### config.mk
export PLATFORM = sky130hd
export DESIGN_NAME = instruction_fetch_unit
export DESIGN_NICKNAME = d
export VERILOG_FILES = /design/src/rtl/fetch_pkg.sv /design/src/rtl/fetch_pc_reg.sv /design/src/rtl/instruction_fetch_unit.sv
export SDC_FILE = /design/constraint.sdc
export NUM_CORES = 1
export LEC_CHECK = 0
export BUFFER_PORTS_ARGS = -buffer_cell sky130_fd_sc_hd__buf_2
export CORE_ASPECT_RATIO = 0.6
export CORE_MARGIN = 3
export CORE_UTILIZATION = 40
export CTS_CLUSTER_SIZE = 40
export DETAILED_ROUTE_END_ITERATION = 8
export GPL_TIMING_DRIVEN = 0
export HOLD_SLACK_MARGIN = 0.02
export PLACE_DENSITY_LB_ADDON = 0.08
export REMOVE_ABC_BUFFERS = 1
export SLEW_MARGIN = 20
export SYNTH_ARGS = -nofsm -noshare
export SYNTH_HDL_FRONTEND = slang
export SYNTH_SLANG_ARGS = --single-unit
### constraint.sdc
create_clock -name clk -period 3 [get_ports clk]
set_clock_uncertainty 0.05 [all_clocks]
set_input_delay 0.9 -clock clk [delete_from_list [all_inputs] [get_ports clk]]
set_output_delay 0.9 -clock clk [all_outputs]
set_load 0.005 [all_outputs]
### src/rtl/fetch_pkg.sv
// Shared types and constants for the instruction fetch unit: FSM states,
// fault cause encodings and the instruction size.
package fetch_pkg;

  typedef enum logic {
    FETCH = 1'b0,
    FAULT = 1'b1
  } fetch_state_t;

  localparam logic [1:0] FC_NONE     = 2'd0;
  localparam logic [1:0] FC_MISALIGN = 2'd1;
  localparam logic [1:0] FC_RANGE    = 2'd2;

  localparam int INSTR_BYTES = 4;

endpackage

### src/rtl/fetch_pc_reg.sv
// Program counter register. Next pc is the redirect target, pc+INSTR_BYTES or a hold,
// chosen by FSM strobes. pc is visible one edge after a strobe, with no input-to-output path.
module fetch_pc_reg #(
  parameter int                  ADDR_WIDTH  = 32,
  parameter logic [ADDR_WIDTH-1:0] RESET_PC  = '0,
  parameter int                  INSTR_BYTES = 4
) (
  input  logic                  clk,
  input  logic                  rst,
  input  logic                  pc_inc,
  input  logic                  pc_redir,
  input  logic [ADDR_WIDTH-1:0] redir_target,
  output logic [ADDR_WIDTH-1:0] pc
);

  logic [ADDR_WIDTH-1:0] pc_d, pc_q;

  // Redirect wins over increment; the FSM never raises both, but the order is explicit.
  always_comb begin
    pc_d = pc_q;
    if (pc_redir) begin
      pc_d = redir_target;
    end else if (pc_inc) begin
      pc_d = pc_q + ADDR_WIDTH'(INSTR_BYTES);
    end
  end

  always_ff @(posedge clk) begin
    if (rst) begin
      pc_q <= RESET_PC;
    end else begin
      pc_q <= pc_d;
    end
  end

  assign pc = pc_q;

endmodule

### src/rtl/instruction_fetch_unit.sv
// Fetches 32-bit words from zero-latency program memory into a valid/ready fetch register,
// one per cycle; stalls with all state held when decode backpressures; sticky faults on bad fetches.
module instruction_fetch_unit
  import fetch_pkg::*;
#(
  parameter int                    ADDR_WIDTH = 32,
  parameter logic [ADDR_WIDTH-1:0] RESET_PC   = '0,
  parameter int                    MEM_BYTES  = 100
) (
  input  logic                  clk,
  input  logic                  rst,
  output logic [ADDR_WIDTH-1:0] pc_out,
  input  logic [31:0]           instr_in,
  output logic [31:0]           instr_out,
  output logic [ADDR_WIDTH-1:0] instr_pc,
  output logic                  instr_valid,
  input  logic                  instr_ready,
  input  logic                  redirect_valid,
  input  logic [ADDR_WIDTH-1:0] redirect_target,
  output logic                  fault,
  output logic [1:0]            fault_cause,
  output logic [31:0]           fetch_count
);

  localparam logic [ADDR_WIDTH-1:0] LAST_PC = ADDR_WIDTH'(MEM_BYTES - INSTR_BYTES);

  if (RESET_PC[1:0] != 2'b00) begin : g_reset_pc_chk
    $error("RESET_PC must be instruction aligned");
  end

  fetch_state_t          state_d, state_q;
  logic [31:0]           instr_d, instr_q;
  logic [ADDR_WIDTH-1:0] instr_pc_d, instr_pc_q;
  logic                  valid_d, valid_q;
  logic                  fault_d, fault_q;
  logic [1:0]            cause_d, cause_q;
  logic [31:0]           count_d, count_q;
  logic                  pc_inc, pc_redir;
  logic [ADDR_WIDTH-1:0] pc;
  logic                  load_ok;

  fetch_pc_reg #(
    .ADDR_WIDTH (ADDR_WIDTH),
    .RESET_PC   (RESET_PC),
    .INSTR_BYTES(INSTR_BYTES)
  ) u_pc (
    .clk         (clk),
    .rst         (rst),
    .pc_inc      (pc_inc),
    .pc_redir    (pc_redir),
    .redir_target(redirect_target),
    .pc          (pc)
  );

  assign load_ok = !valid_q || instr_ready;

  always_comb begin
    state_d    = state_q;
    instr_d    = instr_q;
    instr_pc_d = instr_pc_q;
    valid_d    = valid_q;
    fault_d    = fault_q;
    cause_d    = cause_q;
    count_d    = count_q;
    pc_inc     = 1'b0;
    pc_redir   = 1'b0;
    unique case (state_q)
      FETCH: begin
        if (redirect_valid && (redirect_target[1:0] != 2'b00)) begin
          state_d = FAULT;
          fault_d = 1'b1;
          cause_d = FC_MISALIGN;
          valid_d = 1'b0;
        end else if (redirect_valid) begin
          // Flush even an unaccepted word so decode only sees target-path instructions.
          valid_d  = 1'b0;
          pc_redir = 1'b1;
        end else if ((pc > LAST_PC) && load_ok) begin
          state_d = FAULT;
          fault_d = 1'b1;
          cause_d = FC_RANGE;
          if (instr_ready) valid_d = 1'b0;
        end else if (load_ok) begin
          instr_d    = instr_in;
          instr_pc_d = pc;
          valid_d    = 1'b1;
          pc_inc     = 1'b1;
          count_d    = count_q + 32'd1;
        end
      end
      FAULT: begin
        if (instr_ready) valid_d = 1'b0;
      end
      default: state_d = FAULT;
    endcase
  end

  always_ff @(posedge clk) begin
    if (rst) begin
      state_q    <= FETCH;
      instr_q    <= '0;
      instr_pc_q <= '0;
      valid_q    <= 1'b0;
      fault_q    <= 1'b0;
      cause_q    <= FC_NONE;
      count_q    <= '0;
    end else begin
      state_q    <= state_d;
      instr_q    <= instr_d;
      instr_pc_q <= instr_pc_d;
      valid_q    <= valid_d;
      fault_q    <= fault_d;
      cause_q    <= cause_d;
      count_q    <= count_d;
    end
  end

  assign pc_out      = pc;
  assign instr_out   = instr_q;
  assign instr_pc    = instr_pc_q;
  assign instr_valid = valid_q;
  assign fault       = fault_q;
  assign fault_cause = cause_q;
  assign fetch_count = count_q;

endmodule

==> flow_summary.json, run 1 <==
{
  "nets": 878,
  "dr_wl_met3_mm": 1.09,
  "avgRoutedWirePerCell_um": 15.9,
  "min_period_ns": 2.75,
  "synthesis.area_um2": 5330,
  "synthXorXnorAreaFrac": 0.00164,
  "synth_cells": 629,
  "dp_hpwl_mm": 10.6,
  "htree_levels": 4,
  "cp-start-kind": "flop",
  "dp.cells": 952,
  "ctsRootBufferMaster": "clkbuf_16",
  "async_flop_share": 0,
  "gp_congestion": 0.824,
  "io_pins": 200,
  "ir_worst_vdd_mv": 0.345,
  "cts.clk_slew.worst_paths_ns": 0.06,
  "tritoncts": "yes",
  "hp-class": "reg2reg",
  "outcome": "finished clean",
  "diodes": 0,
  "drc": 0,
  "wl_met2_mm": 7.10,
  "synth-adder-area-share": 0.00704,
  "finish.utilization": 0.572,
  "drtPass1Iterations": 5,
  "wl_met1_mm": 7.35,
  "synth_top_family_by_area": "simple AND/OR/NAND/NOR gates",
  "syn2layout_area_growth_pct": 34.4,
  "layout.cells.non_filler": 985,
  "tightest_slew_ns": 0.700,
  "drive_gt1_frac": 0.326,
  "drt_iter0_drc": 309,
  "powerDensity_nw_per_um2": 650,
  "overflow": 0,
  "required_ns": 3.25,
  "portBuffers": 199,
  "synthFlopType": "dfxtp_1",
  "die_w_um": 155,
  "grt_start_max_net_pins": 99,
  "grt_util_all_layers": 0.199,
  "p_leak_nw": 3.15,
  "final.period_utilization": 0.916,
  "initial_utilization": 0.425,
  "finalHoldViolCount": 0,
  "reg2reg_slack_ns": 0.25,
  "maxSlewHeadroom": 0.533,
  "post_cts_buffers": 0,
  "fmax_ghz": 0.364,
  "yosys.area.top_type_share": 0.500,
  "grt_pass1_vias": 4768,
  "synth_compound_area_frac": 0.138,
  "yosysTopAreaCell": "dfxtp_1",
  "core-area_um2": 12500,
  "fillers": 1121,
  "cp.arrival_ns": 3.00,
  "fin_tns_setup_ns": 0,
  "avgSynthCellArea_um2": 8.47,
  "crit_fanout": 34,
  "synth_cell_types": 39,
  "die_h_um": 95.4,
  "cts_buffers": 17,
  "cts_sinks": 133,
  "synth_area_leaders": "dfxtp_1 (50%), a21oi_1 (6.7%), nand3_1 (5.0%), nand2_1 (4.8%), o21ai_0 (4.5%)",
  "synth-seq-cells": 133,
  "yosys_warnings": 0,
  "antenna_found_initial": 0,
  "antenna_left": 0,
  "drt-total-wl_mm": 15.7,
  "setup_viol": 0,
  "path_class": "reg2reg",
  "vias": 5173,
  "muxShareOfSynthArea": 0.0505,
  "clk_latency_ns": 0.41,
  "grt_pass1_wl_mm": 23.7,
  "cts_buffer_depth": 2,
  "endpoint_kind": "flop",
  "top_layer": "met4",
  "rsz0062_at_grt": "no",
  "rows": 31,
  "dieArea_um2": 14800,
  "synth_edf_count": 0,
  "maxSlewViolCount": 0,
  "viasPerCell": 5.25,
  "synth-simple-area-share": 0.261,
  "ys_seq_area_frac": 0.500,
  "maxCapViolations": 0
}
## sequential cells by signal, indices dropped and copies added, names as in the netlist
name / cells
state_q: 1
instr_pc: 32
instr_valid: 1
u_pc.pc: 32
fault: 1
instr_out: 32
fetch_count: 32
fault_cause: 2
## worst paths after layout
kind	start	end	cells past startpoint
worst max-delay path	u_pc.pc[2]	fetch_count[16]	7
worst min-delay path	instr_pc[24]	instr_pc[24]	1
worst max register to register	u_pc.pc[2]	fetch_count[16]	7
worst min register to register	instr_pc[24]	instr_pc[24]	1
## kinds of logic after synthesis
logic type | Yosys count
simple gates | 274
xor+xnor | 1
compound gates | 136
mux | 24
buf+inv | 58
flops | 133
fa+ha+maj | 3
## critical path: stages (launching register included)
cell,delay [ns]
dfxtp_1,0.35
inv_1,0.08
ha_1,0.19
or4b_4,0.47
nand3_1,0.27
nand3_4,0.40
nor4_1,0.45
mux2_2,0.37
## layer usage
layer  vias to the layer above  track usage
met2                       158        0.310
met5                         -            0
met1                      2437        0.267
li1                       2564            -
met3                        14       0.0580
met4                         0       0.0625
## where the power goes
part | internal, mW | total (mW) | switching, mW
Sequential | 1.83 | 1.87 | 0.0432
Clock | 1.42 | 2.23 | 0.805
Combinational | 0.191 | 0.561 | 0.371
Total | 3.44 | 4.66 | 1.22
## layout make-up
type	count	area [um2]	area share
flip-flops and latches	133	2660	0.372
multi-input cells	439	2490	0.347
repair buffers	207	1140	0.159
clock buffers	18	439	0.0613
well taps	165	206	0.0288
clock inverters	14	199	0.0278
inverters	9	33.8	0.00471
## placed cells by master, fill, tap and decap left out, types with 4 or more instances in the layout
master	n
a21oi_1	70
and2_1	27
buf_2	198
bufinv_16	4
clkbuf_16	17
clkinvlp_4	4
dfxtp_1	133
inv_1	9
mux2_1	6
mux2_2	17
nand2_1	68
nand3_1	51
nand4_1	11
nor2_1	41
nor2b_1	25
nor3_1	14
nor4_1	15
o21ai_0	48
or4_1	6
## Yosys cell counts, types with 15 or more instances
| cell | n |
|---|---|
| nor2b_1 | 25 |
| o21ai_0 | 48 |
| dfxtp_1 | 133 |
| nor3_1 | 15 |
| nand3_1 | 53 |
| a21oi_1 | 71 |
| nand2_1 | 68 |
| and2_1 | 27 |
| nor2_1 | 41 |
| mux2_2 | 17 |
| clkbuf_1 | 37 |
| nor4_1 | 15 |
## per-stage QoR
| stage | area [um2] | hold WS (ns) | power, mW | setup WS [ns] |
|---|---|---|---|---|
| detailed placement | 6510 | 0.392 | 2.45 | 0.0267 |
| CTS | 7150 | 0.407 | 4.69 | 0.136 |
| finish | 7170 | 0.404 | 4.66 | 0.251 |
| global placement | 6340 | 0.386 | 2.39 | -1.58 |
| global route | 7170 | 0.422 | 4.85 | 0.0877 |
| floorplan | 5140 | 0.405 | 2.15 | -0.454 |
## repair_timing
item / CTS / global route
hold buffers: 0 / 0
endpoints found under the setup margin: 0 / 6
resized for setup: 0 / 1
hold endpoints to repair: 0 / 0
Power figures use the tool's default switching activity.
==> run 2, diff against run 1 <==
Settings changed: GPL_TIMING_DRIVEN 0 to default.
==> flow_summary.json, run 2 (synthesized netlist as in run 1, its figures left out) <==
{
  "crit_fanout": 38,
  "r2r_start": "u_pc.pc[2]",
  "power.total_mw": 4.41,
  "dp_slack_ns": 0.383,
  "hold_path_end": "instr_pc[27]",
  "viasPerCell": 5.25,
  "layout_common_cells": "buf_2 (198), dfxtp_1 (133), a21oi_1 (71)",
  "ctsRootBufferMaster": "clkbuf_16",
  "overflow": 0,
  "tritoncts": "yes",
  "powerDensity_nw_per_um2": 624,
  "drc": 0,
  "finalHoldViolCount": 0,
  "drt_iter0_drc": 255,
  "grt_util_all_layers": 0.210,
  "vias": 5219,
  "core-area_um2": 12500,
  "grt_start_max_net_pins": 68,
  "reg2reg_slack_ns": 0.36,
  "crit_start": "u_pc.pc[2]",
  "gp_congestion": 0.850,
  "diodes": 0,
  "drt-total-wl_mm": 15.8,
  "cts_buffer_depth": 2,
  "final.period_utilization": 0.880,
  "path_class": "reg2reg",
  "cp.arrival_ns": 2.88,
  "tightest_slew_ns": 0.662,
  "cts_resized": 0,
  "die_h_um": 95.4,
  "cts_sinks": 133,
  "antenna_left": 0,
  "rows": 31,
  "fmax_ghz": 0.379,
  "avgRoutedWirePerCell_um": 15.9,
  "hp-class": "reg2reg",
  "dp_hpwl_mm": 11.4,
  "outcome": "finished clean",
  "antenna_found_initial": 0,
  "drive_gt1_frac": 0.331,
  "nets": 887,
  "die_w_um": 155,
  "htree_levels": 4,
  "hold_path_startpoint": "instr_pc[27]",
  "hold_depth": 1,
  "post_cts_buffers": 0,
  "maxCapViolations": 0,
  "p_leak_nw": 3.14,
  "setup_viol": 0,
  "syn2layout_area_growth_pct": 32.7,
  "grt_pass1_wl_mm": 24.8,
  "finalWorstSetupSlack_ns": 0.361,
  "initial_utilization": 0.425,
  "maxSlewViolCount": 0,
  "cp-start-kind": "flop",
  "dieArea_um2": 14800,
  "rsz0062_at_grt": "no",
  "fillers": 1142,
  "required_ns": 3.24,
  "final_common_cell": "buf_2",
  "hold_buffers": 0,
  "cts_buffers": 17,
  "ir_worst_vdd_mv": 0.468,
  "drtPass1Iterations": 4,
  "portBuffers": 199,
  "cts.clk_slew.worst_paths_ns": 0.06,
  "clk_latency_ns": 0.42,
  "endpoint_kind": "flop",
  "io_pins": 200,
  "maxSlewHeadroom": 0.559,
  "reg2reg_depth": 9,
  "grt_pass1_vias": 4762,
  "min_period_ns": 2.64,
  "r2r_end": "u_pc.pc[5]"
}
run 2: cell types whose count changed in the layout (fill, tap and decap cells not counted), moves of 2 or more:
cell | previous run | this run
inv_6 | 3 | 6
buf_16 | 2 | 0
clkinvlp_4 | 4 | 2
inv_8 | 0 | 4
buf_8 | 3 | 0
bufinv_16 | 4 | 0
buf_4 | 2 | 18
run 2: worst max path at each step:
stage | endpoint | slack, ns
floorplan | fetch_count[27] | -0.45
global placement | fetch_count[16] | 0.45
detailed placement | fetch_count[16] | 0.38
CTS | u_pc.pc[5] | 0.39
global route | u_pc.pc[5] | 0.19
finish | u_pc.pc[5] | 0.36
run 2: through the flow:
step | cell area (um2) | std cells | utilization | TNS (ns) | hold WS, ns
finish | 7070 | 994 | 0.564 | 0 | 0.405
global route | 7070 | 994 | 0.564 | 0 | 0.420
floorplan | 5140 | 580 | - | -8.30 | 0.405
detailed placement | 6500 | 962 | 0.519 | 0 | 0.389
global placement | 6500 | 962 | 0.519 | 0 | 0.386
CTS | 7070 | 994 | 0.564 | 0 | 0.408
run 2: layer usage:
metal,part of all wire,vias up,track usage
li1,-,2577,-
met1,0.48,2442,0.292
met2,0.43,190,0.318
met3,0.078,10,0.0653
met4,0.0066,0,0.0514
met5,0,-,0
run 2: power breakdown:
| group | leakage, nW | switching [mW] | internal, mW |
|---|---|---|---|
| registers | 1.08 | 0.0412 | 1.83 |
| logic | 1.79 | 0.349 | 0.189 |
| clock network | 0.277 | 0.885 | 1.12 |
| total | 3.14 | 1.28 | 3.13 |
run 2: critical path, stage by stage, from the launching register on:
cell	delay [ns]
dfxtp_1	0.35
inv_1	0.09
ha_1	0.16
or4b_4	0.46
nand3_1	0.13
nand3_2	0.34
buf_4	0.32
buf_4	0.25
nor4_1	0.29
a211oi_1	0.08
run 2: layout make-up:
cell class              instances  area (um2)  area share
clock buffers                  18         439      0.0621
clock inverters                14         130      0.0184
inverters                       9        33.8     0.00478
multi-input cells             438        2450       0.347
flip-flops and latches        133        2660       0.377
well taps                     165         206      0.0292
repair buffers                217        1150       0.162
